==> src/rtl/demux32_1_2.sv <==
// 1:2 streaming demultiplexer: each input word is routed by Sel into one of two
// independent FIFOs (A when Sel=1, B when Sel=0), each with a saturating push counter.

module demux32_1_2_fifo #(
  parameter int WIDTH = 32,
  parameter int DEPTH = 4
) (
  input  logic             clk,
  input  logic             rst,
  input  logic             push,
  input  logic [WIDTH-1:0] wdata,
  input  logic             pop_ready,
  output logic [WIDTH-1:0] head,
  output logic             valid,
  output logic             full,
  output logic [15:0]      cnt
);

  localparam int AW = (DEPTH > 1) ? $clog2(DEPTH) : 1;
  localparam logic [AW:0] FULL_OCC = (AW+1)'(DEPTH);

  logic [WIDTH-1:0] mem [DEPTH];
  logic [AW-1:0]    wr_ptr;
  logic [AW-1:0]    rd_ptr;
  logic [AW:0]      occ;
  logic             pop;

  assign valid = (occ != '0);
  assign full  = (occ == FULL_OCC);
  assign pop   = valid & pop_ready;
  assign head  = mem[rd_ptr];

  // NOTE: storage has no reset; occupancy alone decides what is valid, so the
  // array can map onto plain RAM without a clear path.
  always_ff @(posedge clk) begin
    if (push) mem[wr_ptr] <= wdata;
  end

  // NOTE: all state uses non-blocking assignments so every register samples
  // the pre-edge values regardless of statement order.
  always_ff @(posedge clk) begin
    if (rst) begin
      wr_ptr <= '0;
      rd_ptr <= '0;
      occ    <= '0;
      cnt    <= '0;
    end else begin
      // DEPTH is a power of two, so natural pointer overflow is the modulo wrap.
      if (push) wr_ptr <= wr_ptr + 1'b1;
      if (pop)  rd_ptr <= rd_ptr + 1'b1;
      case ({push, pop})
        2'b10:   occ <= occ + 1'b1;
        2'b01:   occ <= occ - 1'b1;
        default: occ <= occ;
      endcase
      if (push && cnt != 16'hFFFF) cnt <= cnt + 1'b1;
    end
  end

endmodule

module demux32_1_2 #(
  parameter int WIDTH = 32,
  parameter int DEPTH = 4
) (
  input  logic             clk,
  input  logic             rst,
  input  logic [WIDTH-1:0] I,
  input  logic             I_valid,
  output logic             I_ready,
  input  logic             Sel,
  output logic [WIDTH-1:0] A,
  output logic             A_valid,
  input  logic             A_ready,
  output logic [15:0]      A_cnt,
  output logic [WIDTH-1:0] B,
  output logic             B_valid,
  input  logic             B_ready,
  output logic [15:0]      B_cnt
);

  logic a_full;
  logic b_full;
  logic accept;
  logic push_a;
  logic push_b;

  // A full FIFO still takes a word when its head leaves on the same edge; the
  // rst term presents the post-reset (empty) view while reset is held.
  assign I_ready = rst | (Sel ? (~a_full | A_ready) : (~b_full | B_ready));
  assign accept  = I_valid & I_ready & ~rst;
  assign push_a  = accept &  Sel;
  assign push_b  = accept & ~Sel;

  demux32_1_2_fifo #(.WIDTH(WIDTH), .DEPTH(DEPTH)) u_fifo_a (
    .clk       (clk),
    .rst       (rst),
    .push      (push_a),
    .wdata     (I),
    .pop_ready (A_ready),
    .head      (A),
    .valid     (A_valid),
    .full      (a_full),
    .cnt       (A_cnt)
  );

  demux32_1_2_fifo #(.WIDTH(WIDTH), .DEPTH(DEPTH)) u_fifo_b (
    .clk       (clk),
    .rst       (rst),
    .push      (push_b),
    .wdata     (I),
    .pop_ready (B_ready),
    .head      (B),
    .valid     (B_valid),
    .full      (b_full),
    .cnt       (B_cnt)
  );

endmodule

==> config.mk <==
export PLATFORM = sky130hd
export DESIGN_NAME = demux32_1_2
export DESIGN_NICKNAME = d
export VERILOG_FILES = /design/src/rtl/demux32_1_2.sv
export SDC_FILE = /design/constraint.sdc
export NUM_CORES = 1
export LEC_CHECK = 0
export ABC_AREA = 0
export ABC_CLOCK_PERIOD_IN_PS = 5300
export CORE_MARGIN = 2
export CORE_UTILIZATION = 55
export DETAILED_ROUTE_END_ITERATION = 16
export PLACE_DENSITY = 0.91
export SYNTH_ARGS = -nofsm -noshare
export SYNTH_HDL_FRONTEND = slang
export SYNTH_SLANG_ARGS = --single-unit
export TNS_END_PERCENT = 20
==> constraint.sdc <==
create_clock -name clk -period 5.3 [get_ports clk]
set_clock_uncertainty 0.1 [all_clocks]
set_input_delay 1.06 -clock clk [delete_from_list [all_inputs] [get_ports clk]]
set_output_delay 1.06 -clock clk [all_outputs]
set_load 0.1 [all_outputs]
==> metrics.csv, run 1 <==
stage,metric,value,unit
run_status,status,completed,
critical_path,critPathSlowestCell,clkdlybuf4s50_1,
synthesis,seq_area_frac_synth,74.4,%
timing,hold_violations,0,
critical_path,r2r-start,u_fifo_b.occ[0]$_SDFFE_PP0P_,
clock_network,cts_tree,built,
timing,setup_violations,0,
clock_network,path_clk_slew,0.06,ns
drt,first_pass_iters,5,
clock_network,hold_buffers,0,
grt,antenna_found_initial,2,
grt,overflow,0,
synthesis,async_flop_share,0,%
synthesis,synth_ff_type,edfxtp_1,
synthesis,synth-edff-count,256,
drt,vias_per_cell,5.64,
clock_network,clockBufferDepth,3,
grt,grt_max_degree,33,
drt,routed_wl,22400,um
hold_path,hp-class,reg2reg,
drt,drc,0,
place,dp.cells,1009,
die,pin_count,137,
drt,ant_nets,0,
synthesis,yosysMostFrequentCell,edfxtp_1,
synthesis,synth_area,0.0117,mm^2
synthesis,yosys.area.top_type,edfxtp_1,
clock_network,clk_latency,0.53,ns
die,std_cell_rows,53,
grt,grt_pass1_wl,34600,um
finish,final_nets,818,
clock_network,cts.htree.levels,1,
power_and_ir_drop,irDropWorstVdd,350,uV
power_and_ir_drop,total_power,6.44,mW
critical_path,critPathCaptureType,output pin,
synthesis,syn-instance-count,614,
drt,routed-via-count,6002,
die,die_w,150,um
timing,period_minus_slack,4.41,ns
drt,wl_per_cell,21.1,um
power_and_ir_drop,powerDensity,450,mW/mm^2
timing,tightest_slew,1.04,ns
clock_network,cts_made_buffers,30,
synthesis,synth_top_area_share,65.8,%
clock_network,clockRootBuffer,clkbuf_16,
place,port_buffers,136,
synthesis,synth_seq_cells,306,
critical_path,cp.arrival,3.25,ns
power_and_ir_drop,p_leak,4.52,nW
timing,slew_viol_final,0,
timing,fin_hold_ws,0.399,ns
synthesis,synth.distinct_cells,43,
timing,totalNegativeSetupSlack,0,ns
timing,grt_setup_unrepaired,false,
critical_path,critical_path_class,reg2out,
finish,final_cells,1065,
finish,area_growth,22.6,%
place,pre_cts_ws,1.38,ns
die,start_util,55.7,%
timing,fin_crit_sh,83.2,%
die,core-area,0.0210,mm^2
timing,layout_setup_ws,0.889,ns
hold_path,min_from,u_fifo_b.cnt[15]$_SDFFE_PP0P_,
grt,grtUsageTotal,20.5,%
die,fp.dieArea,0.0224,mm^2
clock_network,clkSinkCount,306,
place,gp_congestion,0.845,
clock_network,cts_setup_buffers,0,
grt,grt_pass1_vias,6148,
critical_path,crit_path_max_fanout,16,
drt,dr.first_iter.drc_count,416,
flow_run,max-cap-violations,0,
clock_network,postCtsResizedCells,0,
critical_path,crit_path_max_incr_delay,0.98,ns
critical_path,cp.required,4.14,ns
place,dp_hpwl,13200,um
synthesis,synth_area_leaders,"edfxtp_1, mux4_2, dfxtp_1",
timing,max_slew_margin,30.2,%
timing,max_freq,227,MHz
die,die_y,150,um
synthesis,mappedNetlistNets,666,
synthesis,ys_top_cells_by_count,"edfxtp_1, mux4_2, dfxtp_1, nor2_1, xnor2_1",
synthesis,avgSynthCellArea,19.0,um^2
synthesis,yosysWarnings,0,
critical_path,path_cells,"buf_4, mux4_2, clkdlybuf4s50_1",
finish,drive_gt1_share,17.5,%
critical_path,start_kind,flop,
[logic make-up (layout without fill, tap and decap cells)]
kind of cell | count (synthesis) | after routing | share of synthesized area [%]
buffers and inverters | 33 | 208 | 1.18
DFF | 306 | 306 | 74.4
AOI/OAI and AO/OA | 17 | 17 | 0.889
adders and majority gates | 14 | 14 | 1.63
muxes | 74 | 74 | 13.2
and+or+nand+nor | 139 | 139 | 6.35
xor gates and xnor gates | 31 | 31 | 2.32
other | 0 | 1 | 0
[cell type report]
type,instances,area (um^2)
well taps,275,344
multi-input cells,275,2860
inverters,12,50.0
clock inverters,13,91.3
clock buffers,42,868
fillers,1345,6630
diodes,1,2.50
flip-flops and latches,306,8690
repair buffers,141,1410
[stage by stage]
stage	cell area, um^2	utilization [%]
detailed placement	13400	63.8
global route	14300	68.3
floorplan	11700	-
CTS	14300	68.3
global placement	13400	63.8
finish	14300	68.3
[sequential cells by signal, indices dropped and copies added (netlist names), named ones only]
| name | count |
|---|---|
| u_fifo_a.cnt | 16 |
| u_fifo_a.mem | 128 |
| u_fifo_a.occ | 3 |
| u_fifo_a.rd_ptr | 2 |
| u_fifo_a.wr_ptr | 2 |
| u_fifo_b.cnt | 16 |
| u_fifo_b.mem | 128 |
| u_fifo_b.occ | 3 |
| u_fifo_b.rd_ptr | 2 |
| u_fifo_b.wr_ptr | 2 |
[power breakdown]
group / leakage [nW] / total [mW] / internal (mW) / switching (mW)
Clock: 0.469 / 2.03 / 1.19 / 0.843
Sequential: 2.72 / 2.75 / 2.66 / 0.0901
Combinational: 1.34 / 1.67 / 0.492 / 1.18
Total: 4.52 / 6.44 / 4.33 / 2.11
[cells in the final DEF (no fill, tap or decap), types with 3 or more instances in the layout]
cell type,synthesis,layout
ha_1,12,12
clkdlybuf4s50_1,0,135
dfxtp_1,50,46
and3_1,11,3
clkinv_2,0,5
clkbuf_1,11,7
a21oi_1,8,8
and3_2,0,8
mux2i_1,9,9
nor2_1,43,43
nand2b_1,6,6
nand2_1,15,15
or3_1,5,5
inv_1,11,11
xor2_1,6,6
clkbuf_16,0,32
nor3_1,13,13
xnor2_1,25,25
clkbuf_8,0,3
clkinv_1,0,4
nor4_1,4,4
mux4_2,64,64
nand3_1,10,10
nor3b_1,3,3
buf_4,0,5
o21ai_0,5,5
and2_1,4,4
dfxtp_2,0,4
edfxtp_1,256,256
nand4_1,13,13
[path summary, 6_finish.rpt]
path | endpoint | slack [ns] | depth (start not counted)
setup / recovery | A[10] | 0.89 | 3
hold / removal | u_fifo_b.cnt[15]$_SDFFE_PP0P_ | 0.40 | 1
setup reg to reg | u_fifo_b.occ[2]$_SDFFE_PP0P_ | 2.59 | 8
hold reg to reg | u_fifo_b.cnt[15]$_SDFFE_PP0P_ | 0.40 | 1
[worst max-delay path: cells and delay by family, from the launching register on]
family                 cells  cell delay [ns]
buffers and inverters      2             1.39
flip-flops                 1             0.75
multiplexers               1             0.56
[routing by layer]
metal  track usage, %  wire length [um]  vias to the layer above
met5                0                 0                        -
met4             4.67               387                        0
met3             4.27              1420                       34
met2             34.4             11300                      178
met1             28.2              9350                     3058
li1                 -                 -                     2732
Power figures use the tool's default switching activity.
==> inputs of run 2 (changes only) <==
Settings changed: ABC_CLOCK_PERIOD_IN_PS 5300 to 3750, CORE_UTILIZATION 55 to 50, PLACE_DENSITY 0.91 to 0.87.
Clock period 5.3 ns to 3.75 ns, I/O delays scaled along.
==> run 2 against run 1 <==
- global-route usage is 1.5 points lower
- register-to-register slack worse by 1.5 ns
- cell count is 3.6% higher
- clock power is 34% higher
- power is 39% higher
- largest cell class unchanged
- design area is 0.98% lower
- sequential power is 41% higher
- highest routed layer unchanged
- critical path type unchanged
- core utilization is 6.1 points lower
- hold slack better by 0.0015 ns
- sequential share of layout area is 0.60 points higher
- non-clock buffer count is 2 higher
- via count is 1.3% higher
==> metrics.csv, run 2 (same netlist as run 1, synthesis figures left out) <==
stage,metric,value,unit,change
finish,n_antenna_cell,0,,-1
timing,tightest_slew,1.06,ns,+0.0121 ns
hold_path,hp-class,reg2reg,,
critical_path,crit_path_max_fanout,15,,-1
die,std_cell_rows,55,,+3.8%
clock_network,path_clk_slew,0.06,ns,about the same
power_and_ir_drop,irDropWorstVdd,370,uV,+5.7%
grt,grt_max_degree,50,,+52%
timing,fin_crit_sh,87.2,%,
drt,drc,0,,unchanged
clock_network,clockBufferDepth,3,,unchanged
flow_run,max-cap-violations,0,,unchanged
clock_network,cts_setup_buffers,0,,unchanged
clock_network,clk_latency,0.54,ns,about the same
finish,multiInputGateArea,0.00286,mm^2,unchanged
timing,totalNegativeSetupSlack,0,ns,unchanged
die,die_y,157,um,+4.8%
critical_path,path_cells,"buf_4, mux4_2, buf_4",,
grt,overflow,0,,unchanged
finish,reg_top3,"u_fifo_a.mem x128, u_fifo_b.mem x128",,
drt,first_pass_iters,4,,-1
finish,drive_gt1_share,24.9,%,+7.4 points
finish,mostFrequentLayoutCells,"edfxtp_1, clkdlybuf4s50_1, buf_4, mux4_2, dfxtp_1",,
finish,final_cells,1103,,+3.6%
timing,max_freq,306,MHz,
drt,routed-via-count,6078,,+1.3%
critical_path,cp.required,2.90,ns,-1.24 ns
die,die_w,157,um,+4.8%
grt,grtUsageTotal,19.0,%,-1.5 points
finish,fillers,1624,,+21%
clock_network,postCtsResizedCells,0,,unchanged
grt,grt_pass1_wl,35200,um,+1.7%
finish,fin_util,62.3,%,-6.1 points
finish,final_nets,819,,+0.12%
clock_network,hold_buffers,0,,unchanged
finish,post-route-cell-area,0.0142,mm^2,-0.98%
power_and_ir_drop,p_leak,4.57,nW,+1.1%
critical_path,critical_path_class,reg2out,,
timing,setup_violations,0,,unchanged
clock_network,cts_made_buffers,29,,-3.3%
critical_path,cp.arrival,2.42,ns,-0.83 ns
critical_path,start_kind,flop,,
power_and_ir_drop,powerDensity,630,mW/mm^2,+40%
grt,grt_pass1_vias,6235,,+1.4%
place,place_area,0.0133,mm^2,-0.54%
run_status,status,completed,,
finish,regArea,0.00869,mm^2,unchanged
drt,wl_per_cell,20.8,um,-1.2%
power_and_ir_drop,total_power,8.94,mW,+39%
die,start_util,51.3,%,-4.5 points
clock_network,clockRootBuffer,clkbuf_16,,
finish,area_growth,21.4,%,
clock_network,cts_tree,built,,
critical_path,cp_common_cell,buf_4,,
place,gp_congestion,0.823,,-2.6%
critical_path,critPathCaptureType,output pin,,
drt,vias_per_cell,5.51,,-2.2%
timing,slew_viol_final,0,,unchanged
place,port_buffers,136,,unchanged
clock_network,clkSinkCount,306,,unchanged
timing,period_minus_slack,3.27,ns,
die,fp.dieArea,0.0246,mm^2,+9.7%
grt,antenna_found_initial,0,,-2
clock_network,cts.htree.levels,1,,unchanged
timing,max_slew_margin,29.6,%,-0.59 points
timing,grt_setup_unrepaired,false,,
critical_path,critPathSlowestCell,dfxtp_2,,
finish,final_common_cell,edfxtp_1,,
drt,dr.first_iter.drc_count,455,,+9.4%
place,dp_hpwl,13600,um,+2.8%
place,dp.cells,1049,,+4.0%
critical_path,crit_path_max_incr_delay,0.76,ns,-0.22 ns
drt,ant_nets,0,,unchanged
die,core-area,0.0228,mm^2,+8.7%
die,pin_count,137,,unchanged
timing,hold_violations,0,,unchanged
drt,routed_wl,23000,um,+2.3%
## run 2: cell count changes in the layout (fill, tap and decap cells not counted), sizes merged
| cell | delta |
|---|---|
| clkdlybuf4s50 | -64 |
| clkinvlp | -2 |
| diode | -1 |
| clkinv | +5 |
| bufinv | +1 |
| clkbuf | -5 |
| buf | +66 |
## run 2: metal layers
metal  global-route usage (%)  wire length, um  vias to the layer above
li1                         -                -                     2730
met1                     26.7             9900                     3130
met2                     31.7            11600                      203
met3                     3.27             1300                       15
met4                     3.76              191                        0
met5                        0                0                        -
## run 2: per-stage QoR
step | setup WS (ns) | hold WS [ns]
finish | 0.481 | 0.401
global route | 0.323 | 0.424
floorplan | 0.855 | 0.362
global placement | 0.390 | 0.373
detailed placement | 0.281 | 0.387
CTS | 0.386 | 0.401
## run 2: cell type report
type	instances	share of cell area [%]
inverters	12	0.353
multi-input cells	275	20.2
clock inverters	17	0.979
repair buffers	143	9.09
well taps	313	2.76
clock buffers	37	5.33
flip-flops and latches	306	61.3
## run 2: where the power goes
part / internal, mW / switching [mW]
clock network: 1.56 / 1.17
registers: 3.75 / 0.111
logic: 0.653 / 1.69
total: 5.97 / 2.97
## run 2: path summary, 6_finish.rpt
kind / from / end / cells after the start / slack (ns)
worst max-delay path: flop / B[24] / 3 / 0.48
worst max register to register: u_fifo_b.occ[0]$_SDFFE_PP0P_ / u_fifo_b.occ[2]$_SDFFE_PP0P_ / 8 / 1.05
worst min register to register: u_fifo_a.cnt[5]$_SDFFE_PP0P_ / u_fifo_a.cnt[5]$_SDFFE_PP0P_ / 1 / 0.40
worst min-delay path: u_fifo_a.cnt[5]$_SDFFE_PP0P_ / u_fifo_a.cnt[5]$_SDFFE_PP0P_ / 1 / 0.40
## run 2: critical path: cells and delay by family (launching register included)
kind                   cells  cell delay, ns
multiplexers               1            0.54
buffers and inverters      2            0.57
flip-flops                 1            0.76
